===== src/rtl/y_alu_pkg.sv =====
`default_nettype none
// ============================================================================
//  Module      : y_alu_pkg
//  Description : Shared opcode definitions for the y_alu datapath ALU.
//                - op_t    : 3-bit operation select encoding
//                - OP_W    : opcode width
//                - op_uses_sub() : selects the subtract path of the shared
//                                  adder (SUB and SLT both need a - b)
//  Revision    : 1.0 - initial release
// ============================================================================
package y_alu_pkg;

  localparam int OP_W = 3;

  typedef enum logic [OP_W-1:0] {
    OP_AND = 3'b000,
    OP_OR  = 3'b001,
    OP_ADD = 3'b010,
    OP_SUB = 3'b110,
    OP_SLT = 3'b111
  } op_t;

  // SLT is evaluated as a subtraction so both SUB and SLT steer the
  // shared adder into a + ~b + 1 mode.
  function automatic logic op_uses_sub(input logic [OP_W-1:0] op);
    return (op == OP_SUB) || (op == OP_SLT);
  endfunction

endpackage
`default_nettype wire


===== src/rtl/y_alu_arith.sv =====
`default_nettype none
// ============================================================================
//  Module      : y_arith
//  Description : Combinational WIDTH-bit add/subtract unit shared by the
//                ADD, SUB and SLT operations of y_alu.
//                Ports:
//                  a         in   WIDTH  operand A
//                  b         in   WIDTH  operand B
//                  sub       in   1      0: a + b, 1: a + ~b + 1
//                  sum       out  WIDTH  result modulo 2^WIDTH
//                  carry_out out  1      carry out of the MSB
//  Revision    : 1.0 - initial release
// ============================================================================
module y_arith #(
  parameter int WIDTH = 32
) (
  input  logic [WIDTH-1:0] a,
  input  logic [WIDTH-1:0] b,
  input  logic             sub,
  output logic [WIDTH-1:0] sum,
  output logic             carry_out
);

  logic [WIDTH-1:0] w_b_eff;
  logic [WIDTH:0]   w_full;

  // Subtraction reuses the adder: invert b and inject the +1 as carry-in.
  assign w_b_eff = sub ? ~b : b;
  assign w_full  = {1'b0, a} + {1'b0, w_b_eff} + {{WIDTH{1'b0}}, sub};

  assign sum       = w_full[WIDTH-1:0];
  assign carry_out = w_full[WIDTH];

endmodule
`default_nettype wire


===== src/rtl/y_alu.sv =====
`default_nettype none
// ============================================================================
//  Module      : y_alu
//  Description : Single-cycle-latency registered ALU (AND, OR, ADD, SUB,
//                unsigned SLT) with registered zero flag.
//                Ports:
//                  clk       in   1      rising-edge clock
//                  rst_n     in   1      asynchronous active-low reset
//                  in_valid  in   1      a/b/op valid this cycle
//                  a         in   WIDTH  operand A
//                  b         in   WIDTH  operand B
//                  op        in   3      operation select (op_t)
//                  z         out  WIDTH  registered result
//                  ex        out  1      registered zero flag (z == 0)
//                  out_valid out  1      z/ex hold a result from a valid input
//  Revision    : 1.0 - initial release
// ============================================================================
module y_alu
  import y_alu_pkg::*;
#(
  parameter int WIDTH = 32
) (
  input  logic             clk,
  input  logic             rst_n,
  input  logic             in_valid,
  input  logic [WIDTH-1:0] a,
  input  logic [WIDTH-1:0] b,
  input  logic [OP_W-1:0]  op,
  output logic [WIDTH-1:0] z,
  output logic             ex,
  output logic             out_valid
);

  logic             w_sub;
  logic [WIDTH-1:0] w_sum;
  logic             w_carry;
  logic [WIDTH-1:0] w_slt;
  logic [WIDTH-1:0] w_result;
  logic             w_zero;

  logic [WIDTH-1:0] r_z;
  logic             r_ex;
  logic             r_out_valid;

  assign w_sub = op_uses_sub(op);

  y_arith #(
    .WIDTH (WIDTH)
  ) u_arith (
    .a         (a),
    .b         (b),
    .sub       (w_sub),
    .sum       (w_sum),
    .carry_out (w_carry)
  );

  // In subtract mode a missing carry-out means the operation borrowed,
  // which is exactly the unsigned a < b condition.
  assign w_slt = {{(WIDTH-1){1'b0}}, ~w_carry};

  always_comb begin
    w_result = '0;
    case (op)
      OP_AND:  w_result = a & b;
      OP_OR:   w_result = a | b;
      OP_ADD:  w_result = w_sum;
      OP_SUB:  w_result = w_sum;
      OP_SLT:  w_result = w_slt;
      default: w_result = '0;
    endcase
  end

  // Zero flag comes from the same value being registered into z, so the
  // two registers can never disagree.
  assign w_zero = (w_result == '0);

  always_ff @(posedge clk or negedge rst_n) begin
    if (!rst_n) begin
      r_z         <= '0;
      r_ex        <= 1'b1;
      r_out_valid <= 1'b0;
    end else begin
      r_out_valid <= in_valid;
      if (in_valid) begin
        r_z  <= w_result;
        r_ex <= w_zero;
      end
    end
  end

  assign z         = r_z;
  assign ex        = r_ex;
  assign out_valid = r_out_valid;

endmodule
`default_nettype wire


===== config.mk =====
export PLATFORM = sky130hd
export DESIGN_NAME = y_alu
export DESIGN_NICKNAME = d
export VERILOG_FILES = /design/src/rtl/y_alu_pkg.sv /design/src/rtl/y_alu_arith.sv /design/src/rtl/y_alu.sv
export SDC_FILE = /design/constraint.sdc
export NUM_CORES = 1
export LEC_CHECK = 0
export CAP_MARGIN = 10
export CORE_MARGIN = 3
export CORE_UTILIZATION = 51
export CTS_CLUSTER_DIAMETER = 200
export DETAILED_ROUTE_END_ITERATION = 16
export PLACE_DENSITY = 0.83
export SLEW_MARGIN = 5
export SYNTH_ARGS = -nofsm -noshare
export SYNTH_HDL_FRONTEND = slang
export SYNTH_HIERARCHICAL = 1
export SYNTH_SLANG_ARGS = --single-unit

===== constraint.sdc =====
create_clock -name clk -period 1.1 [get_ports clk]
set_clock_uncertainty 0.1 [all_clocks]
set_input_delay 0.33 -clock clk [delete_from_list [all_inputs] [get_ports clk]]
set_output_delay 0.33 -clock clk [all_outputs]
set_load 0.02 [all_outputs]

==> results of run 1 <==
## metrics by stage
stage	worst slack, ns	hold slack, ns	instance area, sq um	TNS (ns)	instances
after global placement	-2.813	0.4055	6608	-85.28	851
after detailed placement	-3.008	0.4112	6608	-90.60	851
after floorplan	-2.258	-0.06559	4252	-52.82	496
## cell families after synthesis
| logic type | count (synthesis) | share of synthesized area [%] |
|---|---|---|
| AND/OR/NAND/NOR | 128 | 15.03 |
| AO/OA/AOI/OAI | 164 | 26.75 |
| buffers and inverters | 42 | 4.947 |
| flip-flops | 34 | 21.06 |
| XOR/XNOR | 60 | 12.99 |
| adder cells (fa/ha/maj) | 67 | 18.99 |
| multiplexers | 1 | 0.2474 |
==> flow_summary.toml, run 1 <==
[outcome]
haltStage = "4_1_cts"
status = "aborted with a tool error"
toolErrorMsg = "[ERROR DPL-0038] Utilization greater than 100%, impossible to legalize"

[logic_synthesis]
ys_seq_elements = 34
yosysTopAreaCellShare_pct = 20.41
netlist-cell-type-count = 58
synthCells = 496
ys_top_cells_by_count = "59 x a21oi_1, 58 x nor2_1, 43 x xor2_1"
synth_most_common_cell = "a21oi_1"
async_reset_ff_share_pct = 100.0
synth_nets = 601
synthFlopType = "dfrtp_1"
yosysWarnings = 6
avgSynthCellArea_sq_um = 8.158
synth_edf_count = 0
yosysSeqAreaShare_pct = 21.06
synth.top_cells.by_area = "dfrtp_1 20%, ha_1 11%, xor2_1 9.3%"
yosysTopAreaCell = "dfrtp_1"
syn_area_sq_mm = 0.004046

[placement]
gp_congestion = 0.9220
dpl.hpwl_mm = 13.83
portBuffers = 103

[cts]
clock_sinks = 34
root_buffer = "clkbuf_8"
htree_levels = 2
hold_buffers = 0
postCtsResizedCells = 322
cts_setup_buffers = 59
numCtsBuffers = 5
clock_path_buffers = 2

[floorplanning]
rows = 31
die_width_um = 95.08
initial_core_util_pct = 54.05
io-pin-count = 104
dieHeight_um = 95.08
==> run 2: changes to the inputs <==
--- a/config.mk
+++ b/config.mk
@@ -7,10 +7,9 @@
 export LEC_CHECK = 0
 export CAP_MARGIN = 10
 export CORE_MARGIN = 3
-export CORE_UTILIZATION = 51
-export CTS_CLUSTER_DIAMETER = 200
+export CORE_UTILIZATION = 40
 export DETAILED_ROUTE_END_ITERATION = 16
-export PLACE_DENSITY = 0.83
+export PLACE_DENSITY_LB_ADDON = 0.15
 export SLEW_MARGIN = 5
 export SYNTH_ARGS = -nofsm -noshare
 export SYNTH_HDL_FRONTEND = slang
==> flow_summary.toml, run 2 <==
[sta]
timing.final.crit_share_pct = 311.3
relSlewSlack_pct = 52.42
hold_viol = 0
rsz0062_at_grt = "true"
drv_slew = 0
layout_setup_ws_ns = -2.324
fin_crit_ns = 3.424
timing.fmax_mhz = 292.0
setup-violations-final = 67
holdWs_ns = 0.3502
worstMarginPinSlew_ns = 0.7136

[floorplanning]
die_width_um = 106.6
die_area_sq_mm = 0.01136
rows = 36
dieHeight_um = 106.6
io-pin-count = 104
initial_core_util_pct = 41.21
core_area_sq_mm = 0.009819

[power]
pwr-share-clk_pct = 13.5
leakage_uw = 0.003548
combPwrFrac_pct = 68.2
p_int_uw = 5088
switchingPower_uw = 3292
fin_total_pwr_uw = 8380
p_per_area_mw_per_mm2 = 1066
power_frac_seq_pct = 18.3
switching_share_pct = 39.29
irDropWorstVdd_uv = 732.7

[global_route]
gr-usage-all-layers_pct = 27.12
antenna_found_initial = 0
grt_max_degree = 65
grt_overflow_total = 0
grt_pass1_vias = 5190
grt_pass1_wl_mm = 24.99

[logic_synthesis]
synth.top_cells.by_area = "dfrtp_1 20%, ha_1 11%, xor2_1 9.3%"
synthFlopType = "dfrtp_1"
syn_area_sq_mm = 0.004046
synth_most_common_cell = "a21oi_1"
async_reset_ff_share_pct = 100.0
netlist-cell-type-count = 58
synth_nets = 601
yosysWarnings = 6
ys_seq_elements = 34
yosysSeqAreaShare_pct = 21.06
avgSynthCellArea_sq_um = 8.158
yosysTopAreaCellShare_pct = 20.41
ys_top_cells_by_count = "59 x a21oi_1, 58 x nor2_1, 43 x xor2_1"
yosysTopAreaCell = "dfrtp_1"
synth_edf_count = 0
synthCells = 496

[cts]
numCtsBuffers = 5
insertion_delay_ns = 0.28
clock_path_buffers = 2
path_clk_slew_ns = 0.07
cts_tree = "yes"
htree_levels = 2
clock_sinks = 34
root_buffer = "clkbuf_8"

[cells_and_area]
regArea_sq_um = 852.1
synthToLayoutAreaGrowth_pct = 94.28
layout-drive-gt1-share_pct = 50.87
multi_input_area_sq_mm = 0.003749
largest_register_ffs = 32
layout_common_cells = "208 x buf_4, 55 x nor2_1, 51 x clkdlybuf4s50_1, 51 x buf_6, 33 x dfrtp_1"
fillers = 642
fin_area_sq_mm = 0.007861
antennaDiodeCount = 0
final_common_cell = "buf_4"
layout.nets = 912

[critical_path]
cp-start-kind = "input port"
required_ns = 1.23
crit_buf_inv = 2
critical_path.most_common_cell = "nand4_1"
cp_slowest_cell = "a311o_1"
slowest_delay_ns = 0.37
arrival_ns = 3.55
crit_type = "in -> reg"
path_delay_family = "simple AND/OR/NAND/NOR gates"
crit_path_cell_trace = "buf_8 > and2_4 > buf_12 > xor2_1 > ha_1 > nand4_1 > or3_1 > a311o_1 > a21oi_2 > nand2b_4 > a31oi_4 > xnor2_2 > a22oi_2 > nand4_1 > nor4_2 > a32o_2"
r2r_slack_ns = -0.03
cp_max_fo = 6
worst_setup_path_end_kind = "flip-flop"

[outcome]
status = "complete, but fails checks"
violations = "setup timing"

[run]
cap_viol_max_count = 0

[placement]
dpl.hpwl_mm = 11.71
portBuffers = 103
placed_area_sq_mm = 0.006693
gp_congestion = 0.9321

[routing]
remaining_drc_errors = 0
finalWirelength_mm = 16.47
vias = 5059
vias_per_cell = 5.376
ant_nets = 0
drt_iter0_markers = 161
firstDrtPassIters = 4
avgRoutedWirePerCell_um = 17.50

[hold_path]
hp-class = "in -> reg"
-- run 2: cell counts after synthesis --
No cell type changed its count.
-- run 2: cell type report --
| class | instances | share of cell area [%] |
|---|---|---|
| inverter | 11 | 0.5252 |
| tap | 133 | 2.117 |
| multi-input combinational | 421 | 47.68 |
| sequential | 34 | 10.84 |
| clock inverter | 3 | 0.5093 |
| clock buffer | 5 | 0.8754 |
| timing repair buffer | 334 | 37.45 |
-- run 2: tightest hold or removal path, delay by kind of cell --
kind,cells,cell delay (ns)
buffers and inverters,2,0.22
AO/OA/AOI/OAI,1,0.14
-- run 2: per-layer routing --
| metal | vias to the layer above | track usage [%] | wire length [um] |
|---|---|---|---|
| met5 | - | 0 | 0 |
| met2 | 172 | 50.00 | 8533 |
| met4 | 0 | 8.767 | 650 |
| li1 | 2431 | - | - |
| met3 | 48 | 4.395 | 785 |
| met1 | 2408 | 31.87 | 6501 |
-- run 2: repair_timing --
item | CTS | global route
gates cloned | 1 | 0
hold buffers | 0 | 0
resized for setup | 310 | 56
setup endpoints to repair | 67 | 67
setup buffers | 42 | 19
pin swaps | 88 | 71
-- run 2: final timing paths --
path,depth (start not counted),endpoint,from
max in group asynchronous,2,ex,rst_n
worst max-delay path,16,ex,op[1]
worst max register to register,5,z[22],z[22]
worst min register to register,2,z[15],z[15]
worst min-delay path,3,ex,in_valid
min in group asynchronous,2,z[27],rst_n
-- run 2: cells by family after synthesis --
| logic type | Yosys count | synth area share (%) |
|---|---|---|
| AND/OR/NAND/NOR | 128 | 15.03 |
| flip-flops | 34 | 21.06 |
| buffers and inverters | 42 | 4.947 |
| XOR/XNOR | 60 | 12.99 |
| multiplexers | 1 | 0.2474 |
| AO/OA/AOI/OAI | 164 | 26.75 |
| adder cells (fa/ha/maj) | 67 | 18.99 |
-- run 2: through the flow --
step	setup TNS (ns)	cells	util, %	worst slack (ns)
after global placement	-90.66	889	68.16	-2.992
after detailed placement	-92.84	889	68.16	-3.127
after global routing	-65.83	941	80.06	-2.440
after CTS	-61.61	931	76.22	-2.346
final	-62.45	941	80.06	-2.324
after floorplan	-52.82	496	-	-2.258
-- run 2: power groups by stage --
stage / clock network (uW) / logic (uW) / registers, uW
after floorplan: 0 / 2180 / 1720
after global placement: 0 / 4480 / 1520
after detailed placement: 0 / 4560 / 1520
after CTS: 1150 / 5210 / 1530
after global routing: 1200 / 6070 / 1550
final: 1130 / 5710 / 1540
No activity file was read; power rests on OpenSTA's default activity.
